<file path="src/rtl/mine_pkg.sv">
// mine_pkg: shared board geometry, LFSR taps and FSM states for the mine-map generator
package mine_pkg;
    localparam int MAP_W = 64;
    localparam int ROW_W = 8;
    localparam int IDX_W = 6;
    localparam logic [15:0] LFSR_TAPS = 16'hB400;
    localparam logic [MAP_W-1:0] COL0 = {ROW_W{8'h01}};
    localparam logic [MAP_W-1:0] COL7 = {ROW_W{8'h80}};
    typedef enum logic [1:0] {IDLE, CLEAR, PLACE, LOAD} state_t;
endpackage

</file>
<file path="src/rtl/lfsr16.sv">
// lfsr16: free-running 16-bit Galois LFSR (x^16+x^14+x^13+x^11); a zero seed is forced to 1
module lfsr16
    import mine_pkg::*;
(
    input  logic        clk,
    input  logic        reset,
    input  logic [15:0] seed,
    output logic [15:0] q
);
    always_ff @(posedge clk) begin
        if (reset) q <= (seed == 16'h0) ? 16'h0001 : seed;
        else q <= (q >> 1) ^ (q[0] ? LFSR_TAPS : 16'h0);
    end
endmodule

</file>
<file path="src/rtl/mine_map_gen.sv">
// mine_map_gen: places NUM_MINES distinct pseudo-random mines on an 8x8 map, avoiding the start cell.
// Define SAFE_ZONE_EN to also keep the 8 neighbours of the start cell clear.
module mine_map_gen
    import mine_pkg::*;
#(
    parameter int          NUM_MINES = 10,
    parameter logic [15:0] LFSR_SEED = 16'hACE1
) (
    input  logic             clk,
    input  logic             reset,
    input  logic             start,
    input  logic [MAP_W-1:0] safe_pos,
    output logic             ld_mm,
    output logic [MAP_W-1:0] mm_out,
    output logic             busy,
    output logic             done
);
`ifdef SAFE_ZONE_EN
    localparam int MAX_MINES = 55;
`else
    localparam int MAX_MINES = 63;
`endif
    if (NUM_MINES < 0 || NUM_MINES > MAX_MINES) begin : g_bad_num_mines
        $error("mine_map_gen: NUM_MINES out of range");
    end
    localparam logic [IDX_W-1:0] N = IDX_W'(NUM_MINES);

    state_t state, state_n;
    logic [MAP_W-1:0] mm_n, excl, excl_n, excl_mask;
    logic [IDX_W-1:0] count, count_n, idx;
    logic [15:0] lfsr;
    logic [15:IDX_W] lfsr_unused;
    logic hit;

    lfsr16 u_lfsr (.clk(clk), .reset(reset), .seed(LFSR_SEED), .q(lfsr));

`ifdef SAFE_ZONE_EN
    logic [MAP_W-1:0] row_mask;
    // Horizontal spread masks the wrapped column, vertical shifts fall off the board naturally.
    assign row_mask = safe_pos | ((safe_pos << 1) & ~COL0) | ((safe_pos >> 1) & ~COL7);
    assign excl_mask = row_mask | (row_mask << ROW_W) | (row_mask >> ROW_W);
`else
    assign excl_mask = safe_pos;
`endif

    assign idx = lfsr[IDX_W-1:0];
    assign lfsr_unused = lfsr[15:IDX_W];
    assign hit = mm_out[idx] | excl[idx];
    assign ld_mm = (state == LOAD);
    assign done = (state == LOAD);
    assign busy = (state != IDLE);

    always_comb begin
        state_n = state;
        mm_n = mm_out;
        count_n = count;
        excl_n = excl;
        case (state)
            IDLE: state_n = start ? CLEAR : IDLE;
            CLEAR: begin
                mm_n = '0;
                count_n = '0;
                excl_n = excl_mask;
                state_n = (NUM_MINES == 0) ? LOAD : PLACE;
            end
            PLACE: begin
                if (!hit) begin
                    mm_n[idx] = 1'b1;
                    count_n = count + 1'b1;
                end
                state_n = (count_n == N) ? LOAD : PLACE;
            end
            LOAD: state_n = IDLE;
        endcase
    end

    always_ff @(posedge clk) begin
        if (reset) begin
            state <= IDLE;
            mm_out <= '0;
            count <= '0;
            excl <= '0;
        end else begin
            state <= state_n;
            mm_out <= mm_n;
            count <= count_n;
            excl <= excl_n;
        end
    end
endmodule

</file>
<file path="config.mk">
export PLATFORM = sky130hd
export DESIGN_NAME = mine_map_gen
export DESIGN_NICKNAME = d
export VERILOG_FILES = /design/src/rtl/mine_pkg.sv /design/src/rtl/lfsr16.sv /design/src/rtl/mine_map_gen.sv
export SDC_FILE = /design/constraint.sdc
export NUM_CORES = 1
export LEC_CHECK = 0
export ABC_AREA = 1
export BUFFER_PORTS_ARGS = -buffer_cell sky130_fd_sc_hd__buf_2
export CAP_MARGIN = 0
export CORE_MARGIN = 2
export CORE_UTILIZATION = 55
export CTS_CLUSTER_DIAMETER = 150
export DETAILED_ROUTE_END_ITERATION = 16
export PLACE_DENSITY_LB_ADDON = 0.2
export REMOVE_ABC_BUFFERS = 1
export SYNTH_ARGS = -nofsm -noshare
export SYNTH_HDL_FRONTEND = slang
export SYNTH_HIERARCHICAL = 1
export SYNTH_SLANG_ARGS = --single-unit
</file>
<file path="constraint.sdc">
create_clock -name clk -period 2.8 [get_ports clk]
set_clock_uncertainty 0.2 [all_clocks]
set_input_delay 0.14 -clock clk [delete_from_list [all_inputs] [get_ports clk]]
set_output_delay 0.14 -clock clk [all_outputs]
set_load 0.02 [all_outputs]
</file>
== After elaboration in Yosys (flattened, before gate mapping) ==
Index checks and enable logic that the tools add are counted.
Operators by class
  add/sub/neg operators: 1
  order comparisons: 2
  eq/ne operators: 5
  mux-type cells: 15
  bitwise operators: 3
  reductions and logical operators: 5
Operators with widths (count)
  $pmux 64 s2: 1
  $mux 64: 1
  $or 64x64->64: 1
  $mux 16: 1
  $xor 15x16->16: 1
  $bmux 1 s6: 2
  $mux 6: 2
  $pmux 6 s2: 1
  $pmux 2 s4: 1
  $lt 6x7->1 const B: 1
  $add 6x1->6 const B: 1
  $demux 1 s6: 1
  $eq 6x4->1 const B: 1
  $ge 6x1->1 const B: 1
  $mux 1: 5
  $eq 2x2->1 const B: 2
  $reduce_bool 2->1: 2
  $eq 2x1->1 const B: 1
  $logic_not 2->1: 1
  $ne 2x2->1 const B: 1
  $reduce_and 2->1: 1
  $logic_and 1x1->1: 1
  $or 1x1->1: 1
Storage, ports and cells
  flip-flop bits (word level): 152
  bits of input ports: 67
  logic and storage cells: 36

== Depth between registers and ports, before layout ==
Gate-level depths: netlist of run 1.
  depth in word-level cells: 8
  depth in mapped cells: 19

== Modules after synthesis ==
The synthesis of run 1 kept the hierarchy.
By module, submodules not included
  mine_map_gen: instances 1, cells an instance 895, area an instance 6228.5 um^2, seq. area each 2722.6 um^2
  lfsr16: instances 1, cells an instance 83, area an instance 604.3 um^2, seq. area each 320.3 um^2

== Worst setup path before layout of run 1 ==
No wires, ideal clock.
  path type: reg-to-reg
  start: register u_lfsr.q[0]
  end: register mm_out[56]
  library setup time: 128 ps
  data arrival time: 2068 ps
  required time: 2472 ps
  setup slack: 405 ps
  stages on the path, launching flop included: 18
  path buffers: 4
  clock period less this slack: 2395 ps
  cells stage by stage: dfxtp_1 buf_4 inv_6 nor2_1 buf_2 nand2_1 nand2_1 nor2_1 nand3_1 nand2_1 nand2_2 nor2_8 nand2_2 nand2_2 buf_6 buf_6 a31oi_1 nor2_1
Between the ends
  longest elaborated chain between the ends: 7
  elaborated cells on any way between the ends: 15
  those cells by class: order compare (2); eq/ne (1); mux (8); bitwise (2); reduce/logical (2)
Ends and longest elaborated chain
  from (decl): RTL line lfsr16.sv:8  | output logic [15:0] q
  from (signal assigned): RTL line lfsr16.sv:11  | if (reset) q <= (seed == 16'h0) ? 16'h0001 : seed;
  from (signal assigned): RTL line lfsr16.sv:12  | else q <= (q >> 1) ^ (q[0] ? LFSR_TAPS : 16'h0);
  $lt 6x7->1 (not written as such) / $ge 6x1->1 (equally long branches): RTL line mine_map_gen.sv:68  | mm_n[idx] = 1'b1;
  $logic_and 1x1->1 (not written as such): RTL line mine_map_gen.sv:68
  $mux 1 (not written as such): RTL line mine_map_gen.sv:68
  $demux 1 s6: RTL line mine_map_gen.sv:68
  $or 64x64->64 (no line)
  $mux 64: RTL line mine_map_gen.sv:67  | if (!hit) begin
  $pmux 64 s2: RTL line mine_map_gen.sv:58  | case (state)
  to (signal assigned): RTL line mine_map_gen.sv:85  | mm_out <= mm_n;
  to (decl): RTL line mine_map_gen.sv:14  | output logic [MAP_W-1:0] mm_out,
Several ways; a longest one is shown, not always the timed one. The select of a mux whose other input is x is not followed.
A chain may end at the register's enable or synchronous reset.

== Worst setup path after layout of run 1 ==
  start: register u_lfsr.q[1]
  end: register mm_out[48]
Same word-level chain as after synthesis.

==> results.md, run 1 <==
* Status: finished, final reports clean
* Post-synthesis area per instance at 6.987 um2
* RSZ-0062 raised after global routing: false
* Max incr delay on CP at 0.38 ns
* Via count at 7,441
* H-tree levels at 4
* Die span in x at 115.5 um
* Slowest cell on crit path: dfxtp_4
* Yosys reg bits at 152
* Post-layout util at 0.7677
* Worst-margin pin slew at 0.6195 ns
* Fraction of registers with async set/reset at 0
* Diode count at 0
* Clock root buffer: clkbuf_16
* Detailed Route Iter0 Violations at 616
* Cell Rows at 40
* Slew Viols, Final at 0
* CP Launch Type: register
* DRT antenna net count at 0
* Gr ovfl total at 0
* Die Y at 115.5 um
* Worst Path Buf+Inv at 3
* Clock sink total at 152
* Synth area leader: dfxtp_1
* Crit path required time at 2.90 ns
* Core Region at 12,060 um2
* Leakage dissipation at 4.386 nW
* First-pass GRT wire length at 33.89 mm
* Nets at 1,283
* IO Pins at 134
* Worst-skew pair later-pin latency at 0.43 ns
* Worst Hold Class: register to register
* IO Port Bufs at 133
* CP max FO at 24
* Layout Area Growth over Synthesis at 35.52%
* Crit-path cells: nor2_1, buf_4, nand3_1, nand2_1, inv_1, nand2_1, nor2_1, nand2_1, nand3_1, nand2_2, nor2_8, nand2_2, nand2_4, clkbuf_16, a31oi_1, nor2_1
* Mapped Cells at 978
* Top_reg_cell synth: dfxtp_1
* Vias in the first global route at 6,938
* Highest-count cells in the layout ignoring fill and taps: nor2_1, nand2_1, dfxtp_1
* Final hold viol count at 0
* Min Hold Slack at 0.2142 ns
* Crit end category: register
* Post-DP HPWL at 13.46 mm
* Yosys synthesis warning count at 6
* Yosys cell types at 31
* Initial core utilization at 0.5665
* Drt pass-1 iters at 5
* CP delay by family, top: simple AND/OR/NAND/NOR gates
* Filler cells at 960
* Final Cycle Share at 0.9365
* Data arrival, critical path at 2.73 ns
* Initial antenna violation count at 0
* Post-Syn Area at 6833 um2
* TritonCTS clock tree: done
* Full die area at 13,330 um2
* Wirelength per Cell at 15.56 um
* Synth area leaders: dfxtp_1, nor2_1, nand2_1
* Area of the multi-input gates at 3308 um2
* Overall Power at 5.699 mW
* Setup violators final at 0
* DRC at 0
* Ratio of cells with drive above 1 in the final layout at 0.1930
* Reg area at 3054 um2
* Clk buf depth at 2
* CTS clk-pin slew, worst paths at 0.06 ns
* Crit Path Class: register to register
* Post-synth top area share at 0.4453
* Fmax at 381.4 MHz
* Most common cell after layout, fill and taps aside: nor2_1
* Largest net degree at the start of global routing at 75
* Peak VDD IR at 0.0004112 V
* Detailed Route WL at 21.64 mm
* Max-cap check violation count at 0
* Vias/cell at 5.349
* Sequential area share after synthesis at 0.4453
* GRT Total Usage at 0.3268
* Setup_tns at 0 ns
* Final GP Congestion at 0.9021
* Post-synth EDFFs at 0
* TritonCTS buffer count at 17
* Total power per unit cell area at 615.4 nW/um2
* Slew headroom at 0.5855
* Post-route minimum period at 2.622 ns
repair_timing:
item                                    in CTS  in global routing
cloned                                       0                  3
endpoints found under the hold margin       72                  0
endpoints found under the setup margin      50                 68
hold buffers                                66                  0
pin swaps                                    0                  2
setup buffers                                0                  4
resized for setup                            2                 13
logic make-up after synthesis:
family	synth area share
and+or+nand+nor	0.3128
AOI/OAI and AO/OA	0.1296
buffers and inverters	0.09119
other	0.001099
xor gates and xnor gates	0.008973
DFF	0.4453
adders and majority gates	0.01099
synthesized netlist by cell type, types with 2 or more instances:
cell type,number
nor2_1,188
nand2_1,184
dfxtp_1,152
nand3_1,80
o21ai_0,75
inv_1,74
a21oi_1,56
a31oi_1,32
clkbuf_1,28
nand4_1,27
buf_2,15
buf_4,11
ha_1,6
nor3_1,6
nand2_2,5
buf_6,4
inv_2,4
nor2_2,4
or2_2,4
xor2_1,4
nor2_4,3
o21ai_1,3
xnor2_1,3
conb_1,2
o211ai_1,2
report_power, final:
| group | switching [mW] | internal [mW] | total, mW |
|---|---|---|---|
| clock | 0.868 | 1.61 | 2.48 |
| sequential | 0.0690 | 2.28 | 2.34 |
| combinational | 0.544 | 0.335 | 0.879 |
| total | 1.48 | 4.22 | 5.70 |
per-stage QoR:
step	worst slack, ns	instance area [um2]	cells
6_report	0.1778	9260	1391
5_1_grt	0.02065	9260	1391
4_1_cts	0.008743	9144	1384
3_5_place_dp	-0.06077	7834	1286
3_3_place_gp	-0.02226	7834	1286
2_1_floorplan	-0.8987	6634	949
registers in the layout, indices dropped and copies added, names as in the netlist:
signal	count
excl	64
state	2
count	6
mm_out	64
u_lfsr/q	16
tightest hold or removal path, delay by kind of cell (launching register included):
| kind | cells | cell delay, ns |
|---|---|---|
| flops | 1 | 0.30 |
| simple gates | 2 | 0.09 |
worst paths after layout:
kind / from / endpoint / slack [ns] / cells past startpoint
min: u_lfsr/q[10] / u_lfsr/q[9] / 0.21 / 2
min reg2reg: u_lfsr/q[10] / u_lfsr/q[9] / 0.21 / 2
max: u_lfsr/q[1] / mm_out[48] / 0.18 / 16
max reg2reg: u_lfsr/q[1] / mm_out[48] / 0.18 / 16
final cells by class:
class                      instances  share of cell area
clock buffer                      25             0.05459
sequential                       152              0.3298
inverter                          81             0.03432
multi-input combinational        717              0.3572
timing repair buffer             241              0.1865
clock inverter                     7             0.01486
tap                              168             0.02270
routing by layer:
layer	vias to the layer above	part of all wire	track usage
met1	3411	0.42	0.4137
met3	57	0.084	0.07688
met5	-	0	0
li1	3608	-	-
met2	365	0.47	0.5462
met4	0	0.026	0.1181
(Power assumes the default switching activity.)
==> inputs of run 2 (changes only) <==
- SYNTH_HIERARCHICAL: 1 -> not set
==> results.md, run 2 <==
* Die Y at 116.5 um (+0.86%)
* Part of the power in the clock network at 0.425 (-0.009)
* Nets at 1,277 (-0.47%)
* Via count at 7,377 (-0.86%)
* Switching power at 1.341 mW (-9.5%)
* Post-synth top area share at 0.4375 (-0.007851)
* Drt pass-1 iters at 5 (unchanged)
* Count leader, synth: nor2_1
* GRT Total Usage at 0.3240 (-0.002826)
* Highest-count cells in the layout ignoring fill and taps: nor2_1, nand2_1, dfxtp_1
* Crit path required time at 2.95 ns (+0.05 ns)
* Status: finished, final reports clean
* CP max FO at 22 (-8.3%)
* H-tree levels at 4 (unchanged)
* DP Worst Slack at 0.1049 ns (+0.1657 ns)
* Setup violators final at 0 (unchanged)
* TritonCTS clock tree: done
* Combinational power share at 0.131 (-0.023)
* Post-Syn Area at 6955 um2 (+1.8%)
* IO Pins at 134 (unchanged)
* Initial antenna violation count at 0 (unchanged)
* Hold EP: u_lfsr.q[14]
* Worst-skew pair later-pin latency at 0.42 ns (about the same)
* Crit Path Class: register to register
* Met1 Use GR at 0.4124 (-0.001313)
* Hold Path Stages at 2 (unchanged)
* Cell Rows at 41 (+2.5%)
* Data arrival, critical path at 2.73 ns (about the same)
* Mapped Cells at 1,007 (+3.0%)
* Ratio of cells with drive above 1 in the final layout at 0.1865 (-0.006444)
* Post-DP HPWL at 13.70 mm (+1.8%)
* Crit end category: register
* Post-synthesis area per instance at 6.907 um2 (-1.1%)
* Overall Power at 5.222 mW (-8.4%)
* Post-route cell area at 9096 um2 (-1.8%)
* Die span in x at 116.5 um (+0.86%)
* Setup_tns at 0 ns (unchanged)
* Vias in the first global route at 7,074 (+2.0%)
* Diode count at 0 (unchanged)
* Switching part of the total power at 0.2567 (-0.003169)
* Clk buf depth at 2 (unchanged)
* Power Internal at 3.881 mW (-8.0%)
* Slew Viols, Final at 0 (unchanged)
* Largest net degree at the start of global routing at 65 (-13%)
* Regs by FF count: excl x64, mm_out x64, u_lfsr.q x16
* Wirelength per Cell at 15.35 um (-1.3%)
* Clock root buffer: clkbuf_16
* CP startpoint: u_lfsr.q[0]
* Gr busiest metal: met2
* Synth area leader: dfxtp_1
* Post-route minimum period at 2.580 ns (-0.04192 ns)
* Vias/cell at 5.311 (-0.72%)
* Slack of the critical path at 0.2197 ns (+0.04192 ns)
* Sequential area share after synthesis at 0.4375 (-0.007851)
* Leakage dissipation at 4.250 nW (-3.1%)
* Global routing usage on met3 at 0.07732 (+0.0004394)
* Reg-to-reg setup timing slack at 0.22 ns (+0.04 ns)
* CTS clk-pin slew, worst paths at 0.06 ns (about the same)
* Final hold viol count at 0 (unchanged)
* Yosys synthesis warning count at 0 (-6)
* Core Region at 12,470 um2 (+3.4%)
* Full die area at 13,560 um2 (+1.7%)
* Reg2Reg Depth at 16 (unchanged)
* Most common cell after layout, fill and taps aside: nor2_1
* Final Cycle Share at 0.9215 (-0.01497)
* Slew headroom at 0.5319 (-0.05357)
* IO Port Bufs at 133 (unchanged)
* DRT antenna net count at 0 (unchanged)
* Total power per unit cell area at 574.1 nW/um2 (-6.7%)
* Clock sink total at 152 (unchanged)
* Initial core utilization at 0.5580 (-0.008529)
* Yosys reg bits at 152 (unchanged)
* Peak VDD IR at 0.0004525 V (+10%)
* CP Launch Type: register
* Met2 Track Usage GR at 0.5306 (-0.01558)
* Seq pwr share at 0.445 (+0.034)
* Layout Area Growth over Synthesis at 30.78%
* RSZ-0062 raised after global routing: false
* Area post-placement at 7820 um2 (-0.18%)
* Fmax at 387.5 MHz (+1.6%)
* TritonCTS buffer count at 17 (unchanged)
* Reg-to-reg critical path endpoint: mm_out[25]
* Worst Hold Class: register to register
* Post-synth EDFFs at 0 (unchanged)
* Max-cap check violation count at 0 (unchanged)
* First-pass GRT wire length at 34.21 mm (+0.94%)
* Gr ovfl total at 0 (unchanged)
* Yosys cell types at 33 (+6.5%)
* DRC at 0 (unchanged)
* Detailed Route Iter0 Violations at 578 (-6.2%)
* Synth area leaders: dfxtp_1, nor2_1, nand2_1
* Detailed Route WL at 21.32 mm (-1.5%)
* Most instantiated cells after synthesis: nor2_1, dfxtp_1, nand2_1
* Fraction of registers with async set/reset at 0 (unchanged)
* Hold_sp: u_lfsr.q[15]
* Top_reg_cell synth: dfxtp_1
* Final GP Congestion at 0.9548 (+5.8%)
* Worst-margin pin slew at 0.7014 ns (+0.08188 ns)
* Worst r2r src: u_lfsr.q[0]
[run 2: cell types whose count changed after synthesis, moves of 10 or more]
cell	before	now
a21oi_1	56	76
nor2_1	188	209
nand2_1	184	151
a31oi_1	32	14
inv_1	74	106
buf_6	4	14
nand3_1	80	105
nand4_1	27	11
[run 2: worst max path at each step]
stage                       endpoint  cells past startpoint
after global placement    mm_out[53]                     15
after CTS                 mm_out[11]                     14
after floorplan           mm_out[14]                     15
after detailed placement  mm_out[11]                     14
after global routing      mm_out[25]                     17
final                     mm_out[25]                     16
[run 2: logic make-up (layout without fill, tap and decap cells)]
family | after synthesis | in the layout | share of synthesized area
xor+xnor | 5 | 5 | 0.006297
buf+inv | 171 | 381 | 0.1126
fa+ha+maj | 6 | 6 | 0.01079
flops | 152 | 152 | 0.4375
compound gates | 175 | 175 | 0.1299
simple gates | 498 | 498 | 0.3029
[run 2: what timing repair did]
| action | in CTS | in global routing |
|---|---|---|
| setup buffers | 0 | 2 |
| hold endpoints to repair | 80 | 0 |
| resized for setup | 0 | 12 |
| hold buffers | 66 | 0 |
| setup endpoints to repair | 0 | 67 |
[run 2: per-layer routing]
metal  share of wire  vias to the layer above
met5               0                        -
met4           0.030                        0
met3           0.087                       60
met2            0.46                      376
met1            0.42                     3322
li1                -                     3619
[run 2: stage by stage]
step	hold slack [ns]	std cells	util
final	0.2075	1389	0.7297
after global routing	0.2144	1389	0.7297
after CTS	0.2070	1387	0.7258
after detailed placement	0.1660	1289	0.6273
after global placement	0.1601	1289	0.6273
after floorplan	0.009066	949	-
[run 2: area by class of cell]
class | instances | area [um2]
Tap cell | 172 | 215.2
Timing Repair Buffer | 236 | 1687
Clock inverter | 9 | 98.84
Multi-Input combinational cell | 684 | 3151
Clock buffer | 23 | 467.9
Sequential cell | 152 | 3049
Inverter | 113 | 427.9
Fill cell | 1001 | 3369
[run 2: power groups by stage]
stage	Combinational [mW]	Clock (mW)	Sequential, mW
3_5_place_dp	0.580	0	2.37
2_1_floorplan	0.338	0	2.36
3_3_place_gp	0.575	0	2.36
5_1_grt	0.760	2.34	2.33
4_1_cts	0.655	2.24	2.32
6_report	0.682	2.22	2.32
[run 2: critical path, cell delays in order, from the launching register on]
cell	delay, ns
dfxtp_4	0.44
inv_2	0.08
buf_12	0.16
nand3_2	0.18
nor2_1	0.07
nor2_1	0.19
inv_1	0.06
nor2_1	0.12
nand2_1	0.08
nand2_1	0.08
nand2_1	0.09
nor2_4	0.17
nand2_4	0.09
clkinv_2	0.10
buf_12	0.17
nand3_1	0.09
a21oi_1	0.15
